File: config.mk
export PLATFORM = sky130hd
export DESIGN_NAME = seq_detect_ctrl
export DESIGN_NICKNAME = d
export VERILOG_FILES = /design/src/rtl/seq_detect_ctrl.sv
export SDC_FILE = /design/constraint.sdc
export NUM_CORES = 1
export LEC_CHECK = 0
export CAP_MARGIN = 40
export CORE_MARGIN = 8
export CORE_UTILIZATION = 39
export CTS_CLUSTER_SIZE = 24
export DETAILED_ROUTE_END_ITERATION = 6
export HOLD_SLACK_MARGIN = 0.15
export PLACE_DENSITY = 0.64
export SKIP_LAST_GASP = 1
export SYNTH_ARGS = -nofsm -noshare
export SYNTH_HDL_FRONTEND = slang
export SYNTH_SLANG_ARGS = --single-unit
File: constraint.sdc
create_clock -name clk -period 5.6 [get_ports clk]
set_input_delay 1.12 -clock clk [delete_from_list [all_inputs] [get_ports clk]]
set_output_delay 1.12 -clock clk [all_outputs]
set_load 0.01 [all_outputs]
File: src/rtl/seq_detect_ctrl.sv
// Programmable serial pattern detector with run control (IDLE/RUN/DONE), match counting,
// overlap selection and abort. Optional cycle timeout enabled by SEQ_DETECT_CTRL_TIMEOUT_EN.
module seq_detect_ctrl #(
  parameter int MAXLEN = 8,
  parameter int CNT_W  = 8,
  parameter int LEN_W  = 4
`ifdef SEQ_DETECT_CTRL_TIMEOUT_EN
  , parameter int TO_W = 16
`endif
) (
  input  logic              clk,
  input  logic              rst_n,
  input  logic              start,
  input  logic [MAXLEN-1:0] pattern,
  input  logic [LEN_W-1:0]  pat_len,
  input  logic              overlap,
  input  logic [CNT_W-1:0]  target,
  input  logic              abort,
  input  logic              x,
  input  logic              x_valid,
`ifdef SEQ_DETECT_CTRL_TIMEOUT_EN
  input  logic [TO_W-1:0]   timeout_val,
  output logic              timeout,
`endif
  output logic              busy,
  output logic              z,
  output logic [CNT_W-1:0]  match_cnt,
  output logic              done,
  output logic              err
);

  typedef enum logic [1:0] {
    IDLE = 2'd0,
    RUN  = 2'd1,
    DONE = 2'd2
  } state_t;

  state_t              r_state;
  state_t              w_state_next;
  logic [MAXLEN-2:0]   r_hist;
  logic [LEN_W-1:0]    r_fill;
  logic [CNT_W-1:0]    r_cnt;
  logic                r_z;
  logic                r_err;
  logic [MAXLEN-1:0]   r_pat;
  logic [LEN_W-1:0]    r_len;
  logic                r_ovl;
  logic [CNT_W-1:0]    r_tgt;

  logic                w_len_ok;
  logic                w_accept;
  logic                w_sample;
  logic [MAXLEN-1:0]   w_hist_next;
  logic [LEN_W-1:0]    w_fill_next;
  logic                w_match;
  logic                w_tgt_hit;
  logic                w_to_hit;

  // Bit i is set for every pattern position below len.
  function automatic logic [MAXLEN-1:0] len_mask(input logic [LEN_W-1:0] len);
    logic [MAXLEN-1:0] m;
    m = '0;
    for (int i = 0; i < MAXLEN; i++) begin
      m[i] = (i < int'(len)) ? 1'b1 : 1'b0;
    end
    return m;
  endfunction

  assign w_len_ok    = (pat_len != '0) && (pat_len <= LEN_W'(MAXLEN));
  assign w_accept    = (r_state == IDLE) && start && w_len_ok;
  // abort wins over the sampled bit, so that bit never reaches hist or the counter.
  assign w_sample    = (r_state == RUN) && x_valid && !abort;
  assign w_hist_next = {r_hist, x};
  assign w_fill_next = (r_fill >= LEN_W'(MAXLEN)) ? LEN_W'(MAXLEN) : r_fill + LEN_W'(1);
  assign w_match     = w_sample && (w_fill_next >= r_len) &&
                       (((w_hist_next ^ r_pat) & len_mask(r_len)) == '0);
  assign w_tgt_hit   = w_match && (r_tgt != '0) &&
                       ((CNT_W+1)'(r_cnt) + (CNT_W+1)'(1) == (CNT_W+1)'(r_tgt));

`ifdef SEQ_DETECT_CTRL_TIMEOUT_EN
  logic [TO_W-1:0] r_tcnt;
  logic [TO_W-1:0] r_to_val;
  logic            r_timeout;

  assign w_to_hit = (r_state == RUN) && (r_to_val != '0) && (r_tcnt + TO_W'(1) == r_to_val);
  assign timeout  = r_timeout;

  // RUN-cycle counter and sticky timeout flag.
  always_ff @(posedge clk or negedge rst_n) begin
    if (!rst_n) begin
      r_tcnt    <= '0;
      r_to_val  <= '0;
      r_timeout <= 1'b0;
    end else if (w_accept) begin
      r_tcnt    <= '0;
      r_to_val  <= timeout_val;
      r_timeout <= 1'b0;
    end else if (r_state == RUN) begin
      r_tcnt <= r_tcnt + TO_W'(1);
      if (w_to_hit && !abort && !w_tgt_hit) begin
        r_timeout <= 1'b1;
      end
    end
  end
`else
  assign w_to_hit = 1'b0;
`endif

  // State register.
  always_ff @(posedge clk or negedge rst_n) begin
    if (!rst_n) begin
      r_state <= IDLE;
    end else begin
      r_state <= w_state_next;
    end
  end

  // Next-state decode.
  always_comb begin
    w_state_next = IDLE;
    case (r_state)
      IDLE: begin
        if (w_accept) begin
          w_state_next = RUN;
        end else begin
          w_state_next = IDLE;
        end
      end
      RUN: begin
        if (abort || w_tgt_hit || w_to_hit) begin
          w_state_next = DONE;
        end else begin
          w_state_next = RUN;
        end
      end
      DONE:    w_state_next = IDLE;
      default: w_state_next = IDLE;
    endcase
  end

  // Config capture, shift history, fill tracking, match counting and error flag.
  always_ff @(posedge clk or negedge rst_n) begin
    if (!rst_n) begin
      r_hist <= '0;
      r_fill <= '0;
      r_cnt  <= '0;
      r_z    <= 1'b0;
      r_err  <= 1'b0;
      r_pat  <= '0;
      r_len  <= '0;
      r_ovl  <= 1'b0;
      r_tgt  <= '0;
    end else begin
      r_z <= w_match;
      if (r_state == IDLE && start) begin
        if (w_len_ok) begin
          r_pat  <= pattern;
          r_len  <= pat_len;
          r_ovl  <= overlap;
          r_tgt  <= target;
          r_hist <= '0;
          r_fill <= '0;
          r_cnt  <= '0;
          r_err  <= 1'b0;
        end else begin
          r_err <= 1'b1;
        end
      end else if (w_sample) begin
        r_hist <= w_hist_next[MAXLEN-2:0];
        r_fill <= (w_match && !r_ovl) ? LEN_W'(0) : w_fill_next;
        if (w_match && (r_cnt != {CNT_W{1'b1}})) begin
          r_cnt <= r_cnt + CNT_W'(1);
        end
      end
    end
  end

  assign busy      = (r_state == RUN);
  assign done      = (r_state == DONE);
  assign z         = r_z;
  assign match_cnt = r_cnt;
  assign err       = r_err;

endmodule
==> results.sh <==
export IMPL_fmaxAchievable_ghz=0.296
export IMPL_tns_ns=0
export IMPL_grt_max_degree=30
export IMPL_grt_overflow=0
export IMPL_num_nets_final=342
export IMPL_cp_cell_sequence="clkdlybuf4s50_1 > and4bb_1 > o221ai_2 > a2111oi_4 > and3_4 > and4_1 > o41ai_1"
export IMPL_cts_root_buffer="clkbuf_8"
export IMPL_crit_buf_inv=1
export IMPL_drv_cap=0
export IMPL_num_vias=1994
export IMPL_n_fill_cell=587
export IMPL_reg2regPathDepth=6
export IMPL_final_area_um2=3040
export IMPL_async_reset_ff_share_pct=100
export IMPL_floorplan_initialDensity_pct=39.5
export IMPL_die_w_um=95.3
export IMPL_endpoint="r_state[0]"
export IMPL_worstPathArrival_ns=3.54
export IMPL_dieArea_um2=9080
export IMPL_clock_sinks=44
export IMPL_netlist_instances=272
export IMPL_numCtsBuffers=5
export IMPL_placed_area_um2=2930
export IMPL_place_congestion=0.818
export IMPL_cts_tree="built"
export IMPL_antenna_cells=0
export IMPL_syn_nets=306
export IMPL_reg2reg_from="r_state[1]"
export IMPL_final_cell_mix="nand2_1, dfrtp_1, clkdlybuf4s50_1"
export IMPL_hold_class="flip-flop to flip-flop"
export IMPL_cpPeakStageDelay_ns=0.70
export IMPL_slew_headroom_pct=57.4
export IMPL_cp_max_fo=19
export IMPL_finalMaxSlewViolations=0
export IMPL_via_per_inst=5.17
export IMPL_synth_area_um2=2450
export IMPL_core_area_um2=6200
export IMPL_ff2ff_setup_slack_ns=3.07
export IMPL_power_mw=1.00
export IMPL_rsz0062_at_grt="no"
export IMPL_setup_violations=0
export IMPL_cts_resized=0
export IMPL_routed_wl_um=5730
export IMPL_final_common_cell="nand2_1"
export IMPL_synth_edf_count=0
export IMPL_clk_pin_slew_ns=0.09
export IMPL_post_drt_wl_per_cell_um=14.8
export IMPL_worstSetupStartpointType="primary input"
export IMPL_hpwlAfterDp_um=4370
export IMPL_grt_pass1_wl_um=9630
export IMPL_htree_num_levels=2
export IMPL_io_pins=39
export IMPL_ir_worst_vdd_uv=147
export IMPL_synthFlopType="dfrtp_1"
export IMPL_leakage_nw=1.38
export IMPL_std_cell_rows=29
export IMPL_path_class="primary input to flip-flop"
export IMPL_ant_nets=0
export IMPL_antenna_found_initial=0
export IMPL_path_delay_family="simple AND/OR/NAND/NOR gates"
export IMPL_portBuffers=38
export IMPL_initialDrtViolationCount=93
export IMPL_critPathCaptureType="flip-flop"
export IMPL_drive_gt1_share_pct=7.44
export IMPL_min_period_ns=3.37
export IMPL_power_density_nw_per_um2=329
export IMPL_area_delta_synth_final_pct=24.0
export IMPL_die_y_um=95.3
export IMPL_startpoint="abort"
export IMPL_worst_slew_pin_slew_ns=0.639
export IMPL_synth_seq_cells=44
export IMPL_track_usage_pct=13.4
export IMPL_cp_required_ns=5.77
export IMPL_grt_pass1_vias=1969
export IMPL_slowest_stage="and4bb_1"
export IMPL_ys_seq_area_share_pct=44.9
export IMPL_timing_final_crit_share_pct=60.2
export IMPL_drt_first_pass_iters=4
export IMPL_cts_setup_buffers=0
export IMPL_yosys_warnings=0
export IMPL_syn_avg_cell_area_um2=9.01
export IMPL_r2r_end="r_state[0]"
export IMPL_clockBufferDepth=2
export IMPL_hold_viol=0
export IMPL_finClkSkew_ns=0.00890
export IMPL_status="finished, final reports clean"
export IMPL_ys_types=55
export IMPL_post_route_drc_count=0
export IMPL_insertion_delay_ns=0.30
export IMPL_path_depth=7
export IMPL_holdBufCountCts=0
==> layer usage <==
layer / routed length (µm) / up-vias / track usage, %
met5: 0 / - / 0
met1: 2760 / 940 / 17.8
met4: 81 / 0 / 4.94
met2: 2620 / 47 / 21.1
li1: - / 1000 / -
met3: 267 / 7 / 2.60
==> flip-flops by register name, summed over array words and instances, names as in the netlist <==
| register | flops |
|---|---|
| r_pat | 8 |
| r_ovl | 1 |
| r_hist | 7 |
| r_tgt | 8 |
| z | 1 |
| r_state | 2 |
| r_fill | 4 |
| match_cnt | 8 |
| err | 1 |
| r_len | 4 |
==> final cells by class <==
| cell class | instances | area [µm²] | share of cell area, % |
|---|---|---|---|
| Sequential cell | 44 | 1100 | 36.2 |
| Multi-Input combinational cell | 204 | 1250 | 41.1 |
| Timing Repair Buffer | 41 | 438 | 14.4 |
| Inverter | 12 | 45.0 | 1.48 |
| Clock inverter | 3 | 42.5 | 1.40 |
| Tap cell | 77 | 96.3 | 3.17 |
| Clock buffer | 5 | 68.8 | 2.26 |
==> power by group <==
part,switching [mW],internal [mW]
sequential,0.0737,0.379
clock,0.115,0.132
combinational,0.151,0.151
total,0.340,0.662
==> worst register-to-register path: cells and delay by family (launching register included) <==
kind	cells	cell delay, ns
simple gates	3	1.19
flops	1	0.42
compound gates	3	0.79
==> cells in the mapped netlist, types with 2 or more instances <==
cell type / n / area share, %
mux2i_1: 3 / 1.2
a22o_1: 4 / 1.4
nor2_1: 14 / 2.1
nand4_1: 3 / 0.77
and3_1: 3 / 0.77
mux2_2: 2 / 0.92
buf_4: 2 / 0.61
buf_2: 3 / 0.61
clkbuf_1: 7 / 1.1
o21a_1: 2 / 0.61
nor3_1: 3 / 0.61
inv_1: 12 / 1.8
xnor2_1: 9 / 3.2
o211ai_1: 2 / 0.61
and2_1: 4 / 1.0
ha_1: 7 / 3.6
nand3_1: 7 / 1.4
nor2b_1: 3 / 0.77
dfrtp_1: 44 / 45
a21oi_1: 6 / 1.2
o2bb2ai_1: 2 / 0.71
o31ai_1: 2 / 0.61
o21ai_0: 11 / 2.2
nand2_1: 77 / 12
xor2_1: 9 / 3.2
o41ai_1: 2 / 0.71
==> cells by family after synthesis <==
logic type	Yosys count	share of synthesized area (%)
xor gates and xnor gates	18	6.43
muxes	5	2.14
AOI/OAI and AO/OA	48	15.3
buffers and inverters	24	4.13
adders and majority gates	7	3.57
and+or+nand+nor	126	23.5
DFF	44	44.9
==> worst min-delay path by stage <==
stage | startpoint | to | slack, ns | cells after the start
3_5_place_dp | r_pat[7] | r_pat[7] | 0.49 | 2
5_1_grt | r_pat[6] | r_pat[6] | 0.53 | 2
2_1_floorplan | r_pat[1] | r_pat[1] | 0.47 | 2
4_1_cts | r_pat[7] | r_pat[7] | 0.51 | 2
6_report | r_pat[7] | r_pat[7] | 0.50 | 2
3_3_place_gp | err | err | 0.48 | 2
==> stage by stage <==
stage | instances | setup slack [ns] | util (%) | hold WS (ns)
floorplan | 272 | 2.92 | - | 0.466
global placement | 375 | 1.93 | 46.2 | 0.481
CTS | 386 | 2.22 | 49.0 | 0.510
detailed placement | 378 | 1.92 | 47.2 | 0.488
finish | 386 | 2.23 | 49.0 | 0.501
global route | 386 | 2.03 | 49.0 | 0.534
No activity file was read; power rests on OpenSTA's default activity.
